File: config.mk
export PLATFORM = sky130hd
export DESIGN_NAME = vga_sync_monitor
export DESIGN_NICKNAME = d
export VERILOG_FILES = /design/src/rtl/vga_sync_monitor.sv
export SDC_FILE = /design/constraint.sdc
export NUM_CORES = 1
export LEC_CHECK = 0
export ABC_AREA = 1
export ABC_CLOCK_PERIOD_IN_PS = 5200
export BUFFER_PORTS_ARGS = -buffer_cell sky130_fd_sc_hd__buf_4
export CAP_MARGIN = 20
export CORE_ASPECT_RATIO = 1.4
export CORE_MARGIN = 2
export CORE_UTILIZATION = 55
export CTS_BUF_LIST = sky130_fd_sc_hd__clkbuf_2 sky130_fd_sc_hd__clkbuf_4 sky130_fd_sc_hd__clkbuf_8
export CTS_CLUSTER_DIAMETER = 50
export DETAILED_ROUTE_END_ITERATION = 12
export GPL_TIMING_DRIVEN = 1
export PLACE_DENSITY_LB_ADDON = 0.05
export SETUP_SLACK_MARGIN = 0.02
export SLEW_MARGIN = 20
export SYNTH_ARGS = -nofsm -noshare
export SYNTH_HDL_FRONTEND = slang
export SYNTH_SLANG_ARGS = --single-unit
File: constraint.sdc
create_clock -name clk -period 5.2 [get_ports clk]
set_clock_uncertainty 0.15 [all_clocks]
set_input_delay 0.52 -clock clk [delete_from_list [all_inputs] [get_ports clk]]
set_output_delay 0.52 -clock clk [all_outputs]
set_load 0.05 [all_outputs]
File: src/rtl/vga_sync_monitor.sv
// Receiver for a low-active H_sync/V_sync VGA timing stream. It recovers the pixel
// position and display enable, measures line/frame timing, and tracks lock.
module vga_sync_monitor #(
    parameter int H_TOTAL     = 800,
    parameter int V_TOTAL     = 521,
    parameter int H_SYNC      = 96,
    parameter int V_SYNC      = 2,
    parameter int H_ACT_FIRST = 144,
    parameter int H_ACT_LAST  = 783,
    parameter int V_ACT_FIRST = 32,
    parameter int V_ACT_LAST  = 509,
    parameter int LOCK_FRAMES = 2
) (
    input  logic       clk,
    input  logic       rst,
    input  logic       H_sync,
    input  logic       V_sync,
    output logic [9:0] x,
    output logic [9:0] y,
    output logic       de,
    output logic       locked,
    output logic [9:0] h_total_meas,
    output logic [9:0] h_sync_meas,
    output logic [9:0] v_total_meas,
    output logic [9:0] v_sync_meas,
    output logic [7:0] err_cnt
);

    localparam logic [9:0]  CNT_MAX     = 10'd1023;
    localparam logic [10:0] H_TOTAL_L   = 11'(H_TOTAL);
    localparam logic [10:0] V_TOTAL_L   = 11'(V_TOTAL);
    localparam logic [10:0] H_SYNC_L    = 11'(H_SYNC);
    localparam logic [9:0]  V_SYNC_L    = 10'(V_SYNC);
    localparam logic [9:0]  H_FIRST_L   = 10'(H_ACT_FIRST);
    localparam logic [9:0]  H_LAST_L    = 10'(H_ACT_LAST);
    localparam logic [9:0]  V_FIRST_L   = 10'(V_ACT_FIRST);
    localparam logic [9:0]  V_LAST_L    = 10'(V_ACT_LAST);
    localparam logic [7:0]  LOCK_L      = 8'(LOCK_FRAMES);
    localparam logic [7:0]  ERR_MAX     = 8'd255;

    typedef enum logic [1:0] {
        UNLOCKED = 2'd0,
        CHECK    = 2'd1,
        LOCKED   = 2'd2
    } state_t;

    state_t     state_reg;
    logic       hs_d;
    logic       vs_d;
    logic [9:0] h_cnt;
    logic [9:0] v_cnt;
    logic [9:0] vs_line_cnt;
    logic [7:0] good_cnt;
    logic       frame_ok;

    logic [1:0] sync_now;
    logic [1:0] sync_prev;
    logic [1:0] sync_fall;
    logic [1:0] sync_rise;
    logic       hs_fall;
    logic       hs_rise;
    logic       vs_fall;
    logic       vs_rise;
    logic       frame_start;

    // Edge detection on both syncs; index 0 is H_sync, index 1 is V_sync.
    assign sync_now  = {V_sync, H_sync};
    assign sync_prev = {vs_d, hs_d};

    genvar gi;
    generate
        for (gi = 0; gi < 2; gi++) begin : g_edge
            assign sync_fall[gi] = sync_prev[gi] & ~sync_now[gi];
            assign sync_rise[gi] = ~sync_prev[gi] & sync_now[gi];
        end
    endgenerate

    assign hs_fall     = sync_fall[0];
    assign hs_rise     = sync_rise[0];
    assign vs_fall     = sync_fall[1];
    assign vs_rise     = sync_rise[1];
    assign frame_start = vs_fall & hs_fall;

    always_ff @(posedge clk) begin
        if (!rst) begin
            hs_d <= 1'b1;
            vs_d <= 1'b1;
        end else begin
            hs_d <= H_sync;
            vs_d <= V_sync;
        end
    end

    logic [9:0]  h_cnt_inc;
    logic [9:0]  v_cnt_inc;
    logic [9:0]  vs_line_inc;
    logic [10:0] h_cnt_p1;
    logic [10:0] v_cnt_p1;

    assign h_cnt_inc   = (h_cnt == CNT_MAX) ? CNT_MAX : h_cnt + 10'd1;
    assign v_cnt_inc   = (v_cnt == CNT_MAX) ? CNT_MAX : v_cnt + 10'd1;
    assign vs_line_inc = (vs_line_cnt == CNT_MAX) ? CNT_MAX : vs_line_cnt + 10'd1;
    assign h_cnt_p1    = {1'b0, h_cnt} + 11'd1;
    assign v_cnt_p1    = {1'b0, v_cnt} + 11'd1;

    // vs_line_cnt counts line starts seen while V_sync is low, including the frame start itself.
    always_ff @(posedge clk) begin
        if (!rst) begin
            h_cnt       <= '0;
            v_cnt       <= '0;
            vs_line_cnt <= '0;
        end else begin
            h_cnt <= hs_fall ? 10'd0 : h_cnt_inc;
            if (hs_fall) begin
                v_cnt <= vs_fall ? 10'd0 : v_cnt_inc;
            end
            if (vs_fall) begin
                vs_line_cnt <= hs_fall ? 10'd1 : 10'd0;
            end else if (hs_fall && !V_sync) begin
                vs_line_cnt <= vs_line_inc;
            end
        end
    end

    // h_cnt restarts at the sync fall, so at the rise h_cnt+1 is the low width.
    always_ff @(posedge clk) begin
        if (!rst) begin
            h_total_meas <= '0;
            h_sync_meas  <= '0;
            v_total_meas <= '0;
            v_sync_meas  <= '0;
        end else begin
            if (hs_fall) begin
                h_total_meas <= h_cnt_inc;
            end
            if (hs_rise) begin
                h_sync_meas <= h_cnt_inc;
            end
            if (frame_start) begin
                v_total_meas <= v_cnt_inc;
            end
            if (vs_rise) begin
                v_sync_meas <= vs_line_cnt;
            end
        end
    end

    logic err_htot;
    logic err_hsync;
    logic err_vtot;
    logic err_vsync;
    logic err_misalign;
    logic err_loss;
    logic err_any;
    logic err_fatal;

    assign err_htot     = hs_fall & (h_cnt_p1 != H_TOTAL_L);
    assign err_hsync    = hs_rise & (h_cnt_p1 != H_SYNC_L);
    assign err_vtot     = frame_start & (v_cnt_p1 != V_TOTAL_L);
    assign err_vsync    = vs_rise & (vs_line_cnt != V_SYNC_L);
    assign err_misalign = vs_fall & ~hs_fall;
    assign err_loss     = (h_cnt == CNT_MAX);
    assign err_any      = err_htot | err_hsync | err_vtot | err_vsync | err_misalign | err_loss;
    assign err_fatal    = err_misalign | err_loss;

    // A new frame always starts clean; an error in the closing cycle is charged to the old frame.
    always_ff @(posedge clk) begin
        if (!rst) begin
            frame_ok <= 1'b0;
        end else if (frame_start) begin
            frame_ok <= 1'b1;
        end else if (err_any) begin
            frame_ok <= 1'b0;
        end
    end

    always_ff @(posedge clk) begin
        if (!rst) begin
            state_reg <= UNLOCKED;
            good_cnt  <= '0;
            err_cnt   <= '0;
        end else begin
            case (state_reg)
                UNLOCKED: begin
                    if (frame_start) begin
                        state_reg <= CHECK;
                        good_cnt  <= '0;
                    end
                end
                CHECK: begin
                    if (err_fatal) begin
                        state_reg <= UNLOCKED;
                    end else if (frame_start && frame_ok && !err_any) begin
                        good_cnt <= good_cnt + 8'd1;
                        if (good_cnt + 8'd1 == LOCK_L) begin
                            state_reg <= LOCKED;
                        end
                    end else if (err_any) begin
                        good_cnt <= '0;
                    end
                end
                LOCKED: begin
                    if (err_any) begin
                        state_reg <= UNLOCKED;
                        if (err_cnt != ERR_MAX) begin
                            err_cnt <= err_cnt + 8'd1;
                        end
                    end
                end
                default: begin
                    state_reg <= UNLOCKED;
                end
            endcase
        end
    end

    logic h_act;
    logic v_act;

    assign locked = (state_reg == LOCKED);
    assign h_act  = (h_cnt >= H_FIRST_L) && (h_cnt <= H_LAST_L);
    assign v_act  = (v_cnt >= V_FIRST_L) && (v_cnt <= V_LAST_L);
    assign de     = locked & h_act & v_act;
    assign x      = de ? (h_cnt - H_FIRST_L) : 10'd0;
    assign y      = de ? (v_cnt - V_FIRST_L) : 10'd0;

endmodule

==> run summary, run 1 <==
Layout net count: 792
Worst-Margin Slew: 963.5 ps
Setup crit end kind: primary output
Final instance area: 5597 µm²
Slew headroom: 35.53%
Sequential share of power: 54.2%
Reg2reg setup slack: 2630 ps
Post-Route WL: 11480 µm
Synth Warn #: 0
Setup TNS: 0 ps
Max cap viols: 0
P_leak: 2.627 nW
# DRC: 0
Critical path class: flip-flop to primary output
CTS HTree Levels: 3
Mapped Avg Cell Area: 6.798 µm²
Vias/cell: 5.322
Peak supply drop: 0.1973 mV
Per-cell routed wire length: 13.03 µm
I/O Buffers: 73
Stages on worst setup path: 10
Die Area: 9500 µm²
Global-route track usage on met3: 4.037%
Worst-skew pair later-pin latency: 370 ps
Synth top area share: 37.96%
Area leader, netlist: dfxtp_1
CP startpoint kind: flip-flop
DR iter-0 viols: 233
CTS tree: done
Critical path launch point: h_cnt[4]
Length of the first detailed-routing pass in iterations: 5
Unrepaired setup endpoints after global routing: no
Sw Share: 28.39%
Seq cells post-synth: 91
Minimum clock period: 3345 ps
Mapped Cells: 706
Sequential area share after synthesis: 37.96%
Area after DPL: 5403 µm²
First-pass GRT wire length: 19070 µm
GP Congestion: 0.8618
Hpwl dp: 8516 µm
Synth cell types: 37
Inserted Diodes: 0
Grt ovf: 0
Area grow syn2layout: 16.61%
CP required: 4530 ps
Number of global-route vias before repair: 4347
# setup viols final: 0
Outcome: finished, final reports clean
Pin count of the biggest net entering global routing: 38
Final period utilization: 64.33%
Critical path arrival: 2680 ps
Worst R2R End: good_cnt[7]
Die Height: 114.5 µm
Clock tree buffer depth: 2
Root Buffer: clkbuf_8
CTS Buf Count: 9
Clock Power Share: 34.4%
Switch Pwr: 0.3816 mW
Finished Core Util: 65.78%
Min-Delay Startpoint: V_sync
Starting Density: 56.41%
CTS Hold Bufs: 0
IO Pins: 74
Syn_nets: 727
Gate power share: 11.4%
Post_cts resized: 0
Most frequent CP cell: inv_1
Total GRT Usage: 24.04%
Hold depth: 3
Grt peak-use layer: met2
Reg2Reg Depth: 13
Pwr dens: 240.2 nW/µm²
Worst min path class: input port to flip-flop
Number of setup buffers added after CTS: 0
Final Hold Vio Count: 0
Cell-internal power: 0.9626 mW
Critical R2R Launch: v_cnt[0]
Synth top area cells: dfxtp_1, nand2_1, inv_1, nor2_1, o21ai_0
Count of pins over their slew limit: 0
Crit Path Max Fanout: 20
Max Freq: 0.2989 GHz
Core Box Area: 8508 µm²
Slowest CP cell: dfxtp_1
GRT met1 Usage: 27.37%
Die width: 82.95 µm
CP bufs+invs: 3
Clk sinks: 91
Clk slew on worst S/H paths: 90 ps
Crit-path cells: inv_1 -> ha_1 -> a21oi_1 -> nor3_1 -> o31ai_1 -> o2111ai_1 -> nor2_1 -> inv_1 -> a311oi_1 -> buf_4
Num rows: 40
Max incr delay on CP: 440 ps
Cell area after synthesis: 4800 µm²
Via count: 4689
Initial antenna violation count: 0
GR Layer Usage met2: 44.35%
Critical path's top delay family: compound AO/OA/AOI/OAI gates
Ratio of cells with drive above 1 in the final layout: 14.95%
Hold Path Sink: vs_d
Antenna viol nets, final: 0
-- per-layer routing --
| layer | vias up | routed length [µm] |
|---|---|---|
| li1 | 2403 | - |
| met1 | 2144 | 4868 |
| met2 | 123 | 5878 |
| met3 | 19 | 516 |
| met4 | 0 | 218 |
| met5 | - | 0 |
-- power groups by stage --
stage                     clock network [mW]  logic (mW)  registers (mW)
after floorplan                            0      0.0663           0.790
after global placement                     0       0.152           0.743
after detailed placement                   0       0.153           0.744
after CTS                              0.472       0.154           0.728
after global routing                   0.495       0.167           0.731
final                                  0.463       0.153           0.728
-- cells in the final DEF (no fill, tap or decap), types with 13 or more instances in the layout --
cell	count
a21oi_1	44
dfxtp_1	91
ha_1	17
buf_4	74
nor2_1	95
nand3_1	40
inv_1	99
nand4_1	23
o21ai_0	49
xor2_1	13
nand2_1	154
-- synth_stat cells --
library cell,count
nand2_1,154
inv_1,99
nor2_1,96
dfxtp_1,91
o21ai_0,49
a21oi_1,44
nand3_1,40
nand4_1,23
ha_1,17
clkbuf_1,15
xor2_1,13
o211ai_1,10
nand2_2,5
nor2_2,5
nor3_1,5
buf_1,3
nand3_2,3
nor2_4,3
o21ai_1,3
o22ai_1,3
xnor2_1,3
a21oi_2,2
a31oi_1,2
inv_2,2
nand3_4,2
nand3b_1,2
or2_2,2
a221oi_1,1
a311oi_1,1
buf_2,1
buf_6,1
clkinv_1,1
nor4_1,1
o2111ai_1,1
o21ai_2,1
o311ai_0,1
o31ai_1,1
-- layout make-up --
| cell class | instances | area [µm²] |
|---|---|---|
| inverter | 102 | 382.9 |
| clock buffer | 12 | 158.9 |
| tap | 105 | 131.4 |
| clock inverter | 4 | 32.53 |
| sequential | 91 | 1822 |
| multi-input combinational | 493 | 2514 |
| timing repair buffer | 74 | 555.5 |
| fill | 792 | 2912 |
-- worst max-delay path by stage --
stage,end,slack [ps]
2_1_floorplan,x[7],1080
3_3_place_gp,x[7],2350
3_5_place_dp,x[7],2270
4_1_cts,x[7],1850
5_1_grt,x[7],1530
6_report,x[7],1850
-- worst reg2reg max path, delay by kind of cell (launching register included) --
| kind | cells | cell delay (ps) |
|---|---|---|
| AOI/OAI and AO/OA | 2 | 230 |
| and+or+nand+nor | 10 | 1360 |
| adders and majority gates | 1 | 260 |
| DFF | 1 | 490 |
-- metrics by stage --
| stage | cells | hold WS, ps | power [mW] | worst slack (ps) |
|---|---|---|---|---|
| after floorplan | 706 | 289.0 | 0.8559 | 1080 |
| after global placement | 865 | 299.5 | 0.8953 | 2347 |
| after detailed placement | 865 | 309.3 | 0.8977 | 2265 |
| after CTS | 881 | 218.9 | 1.354 | 1848 |
| after global routing | 881 | 246.3 | 1.392 | 1530 |
| final | 881 | 240.9 | 1.344 | 1855 |
-- logic make-up (layout without fill, tap and decap cells) --
group           Yosys count  count (layout)  share of synthesized area (%)
compound gates          119             119                          13.66
xor+xnor                 16              16                          2.920
flops                    91              91                          37.96
buf+inv                 122             192                          9.724
simple gates            341             341                          31.31
fa+ha+maj                17              17                          4.432
Note: power is estimated with default switching activity, not from simulation.
==> inputs of run 2 (changes only) <==
--- a/config.mk
+++ b/config.mk
@@ -6,7 +6,7 @@
 export NUM_CORES = 1
 export LEC_CHECK = 0
 export ABC_AREA = 1
-export ABC_CLOCK_PERIOD_IN_PS = 5200
+export ABC_CLOCK_PERIOD_IN_PS = 3250
 export BUFFER_PORTS_ARGS = -buffer_cell sky130_fd_sc_hd__buf_4
 export CAP_MARGIN = 20
 export CORE_ASPECT_RATIO = 1.4
==> constraint.sdc (replaced) <==
create_clock -name clk -period 3.25 [get_ports clk]
set_clock_uncertainty 0.15 [all_clocks]
set_input_delay 0.325 -clock clk [delete_from_list [all_inputs] [get_ports clk]]
set_output_delay 0.325 -clock clk [all_outputs]
set_load 0.05 [all_outputs]
==> run 2 against run 1 <==
Against the previous run:
- global-route usage fell by 0.12 points
- wire length rose by 1.7%
- die area did not move
- combinational power rose by 63%
- sequential cell count did not move
- first-iteration DRC count fell by 5.6%
- setup slack got worse by 1600 ps
- total power rose by 60%
- critical path type unchanged
- largest power group unchanged
- highest routed layer unchanged
==> run summary, run 2 (same netlist as run 1, synthesis figures left out) <==
Outcome: finished, final reports clean
Num rows: 40 (unchanged)
DR iter-0 viols: 220 (-5.6%)
Die Height: 114.5 µm (unchanged)
Crit-path cells: inv_1 -> ha_1 -> a21oi_2 -> nor3_1 -> o31ai_1 -> o2111ai_1 -> nor2_2 -> buf_4 -> clkinvlp_4 -> nor2_1 -> buf_4
Per-cell routed wire length: 13.11 µm (+0.60%)
GR Layer Usage met2: 42.69% (-1.7 points)
Global-route track usage on met3: 3.533% (-0.50 points)
Slew headroom: 51.55% (+16 points)
Clk slew on worst S/H paths: 90 ps (about the same)
Commonest non-fill, non-tap cells in the layout: nand2_1, inv_1, nor2_1
IO Pins: 74 (unchanged)
Setup TNS: 0 ps (unchanged)
Setup ws final: 233.2 ps (-1622 ps)
Reg2Reg Depth: 13 (unchanged)
GRT met1 Usage: 26.72% (-0.65 points)
Initial antenna violation count: 0 (unchanged)
Pwr dens: 378.6 nW/µm² (+58%)
Count of pins over their slew limit: 0 (unchanged)
CTS HTree Levels: 3 (unchanged)
Total GRT Usage: 23.93% (-0.12 points)
# setup viols final: 0 (unchanged)
Critical path arrival: 2540 ps (-140 ps)
GP Congestion: 0.8840 (+2.6%)
Core Box Area: 8508 µm² (unchanged)
Vias/cell: 5.341 (+0.35%)
Die Area: 9500 µm² (unchanged)
Ratio of cells with drive above 1 in the final layout: 16.54% (+1.6 points)
Grt ovf: 0 (unchanged)
Worst-skew pair later-pin latency: 370 ps (about the same)
CP Capture Point: x[4]
Root Buffer: clkbuf_8
Die width: 82.95 µm (unchanged)
# DRC: 0 (unchanged)
Unrepaired setup endpoints after global routing: no
Max Freq: 0.3315 GHz
CTS tree: done
Reg2reg setup slack: 630 ps (-2000 ps)
Placed insts: 870 (+0.58%)
Worst min path class: input port to flip-flop
Post-Route WL: 11680 µm (+1.7%)
Peak supply drop: 0.3776 mV (+91%)
Slowest CP cell: dfxtp_1
Stages on worst setup path: 11 (+1)
Minimum clock period: 3017 ps
Clock tree buffer depth: 2 (unchanged)
Hpwl dp: 8460 µm (-0.66%)
Area after DPL: 5449 µm² (+0.86%)
CP startpoint kind: flip-flop
Worst R2R End: good_cnt[5]
Inserted Diodes: 0 (unchanged)
Critical path's top delay family: buffers and inverters
I/O Buffers: 73 (unchanged)
Pin count of the biggest net entering global routing: 37 (-2.6%)
CP required: 2770 ps (-1760 ps)
CP bufs+invs: 4 (+1)
Max incr delay on CP: 380 ps (-60 ps)
Length of the first detailed-routing pass in iterations: 4 (-1)
Layout net count: 802 (+1.3%)
Setup crit end kind: primary output
Final period utilization: 92.82%
First-pass GRT wire length: 18950 µm (-0.65%)
Critical path launch point: h_cnt[5]
CTS Hold Bufs: 0 (unchanged)
Area grow syn2layout: 18.40%
Via count: 4759 (+1.5%)
Max cap viols: 0 (unchanged)
Antenna viol nets, final: 0 (unchanged)
Crit Path Max Fanout: 10 (-50%)
Commonest non-fill, non-tap cell in the layout: nand2_1
Clk sinks: 91 (unchanged)
Grt peak-use layer: met2
Fill cells: 789 (-0.38%)
Pre-CTS setup slack: 483.9 ps (-1782 ps)
Final Hold Vio Count: 0 (unchanged)
Final std cells w/o fill: 891 (+1.1%)
Most frequent CP cell: buf_4
Final instance area: 5683 µm² (+1.5%)
CTS Buf Count: 9 (unchanged)
Starting Density: 56.41% (unchanged)
P_leak: 2.665 nW (+1.5%)
Critical R2R Launch: v_cnt[0]
Worst-Margin Slew: 724.1 ps (-239.4 ps)
Critical path class: flip-flop to primary output
Number of global-route vias before repair: 4424 (+1.8%)
==> run 2: worst min-delay path, delay by kind of cell <==
kind	cells	cell delay [ps]
and+or+nand+nor	1	50
buffers and inverters	2	150
==> run 2: how the worst min path moves through the flow <==
| stage | start | end | slack (ps) | depth (start not counted) |
|---|---|---|---|---|
| floorplan | frame_ok | frame_ok | 290 | 2 |
| global placement | h_total_meas[4] | h_total_meas[4] | 300 | 2 |
| detailed placement | h_total_meas[4] | h_total_meas[4] | 300 | 2 |
| CTS | V_sync | vs_d | 30 | 3 |
| global route | V_sync | vs_d | 50 | 3 |
| finish | V_sync | vs_d | 40 | 3 |
==> run 2: where the power goes <==
| group | internal [mW] | switching, mW | leakage [nW] |
|---|---|---|---|
| Clock | 0.321 | 0.416 | 0.0880 |
| Combinational | 0.0671 | 0.183 | 1.84 |
| Sequential | 1.14 | 0.0211 | 0.739 |
| Total | 1.53 | 0.620 | 2.66 |
==> run 2: final cells by class <==
type	instances	area, µm²	area share [%]
Inverter	102	386.6	6.803
Tap cell	105	131.4	2.312
Multi-Input combinational cell	493	2524	44.41
Timing Repair Buffer	83	623.1	10.96
Timing Repair inverter	1	7.507	0.1321
Clock buffer	11	151.4	2.664
Clock inverter	5	36.28	0.6385
Sequential cell	91	1823	32.08
==> run 2: metal layers <==
| metal | up-vias | share of wire (%) |
|---|---|---|
| met4 | 0 | 3.8 |
| li1 | 2418 | - |
| met2 | 108 | 49 |
| met3 | 36 | 4.2 |
| met1 | 2197 | 43 |
| met5 | - | 0 |
==> run 2: through the flow <==
step                power (mW)  utilization [%]  hold WS [ps]
floorplan                1.369                -         289.0
global placement         1.437            64.04         299.0
detailed placement       1.441            64.04         303.8
finish                   2.152            66.79         40.07
CTS                      2.169            66.25         30.85
global route             2.228            66.79         54.46
==> run 2: timing repair <==
item | CTS | global route
setup buffers | 0 | 4
gates resized for setup | 0 | 4
setup endpoints to repair | 0 | 20
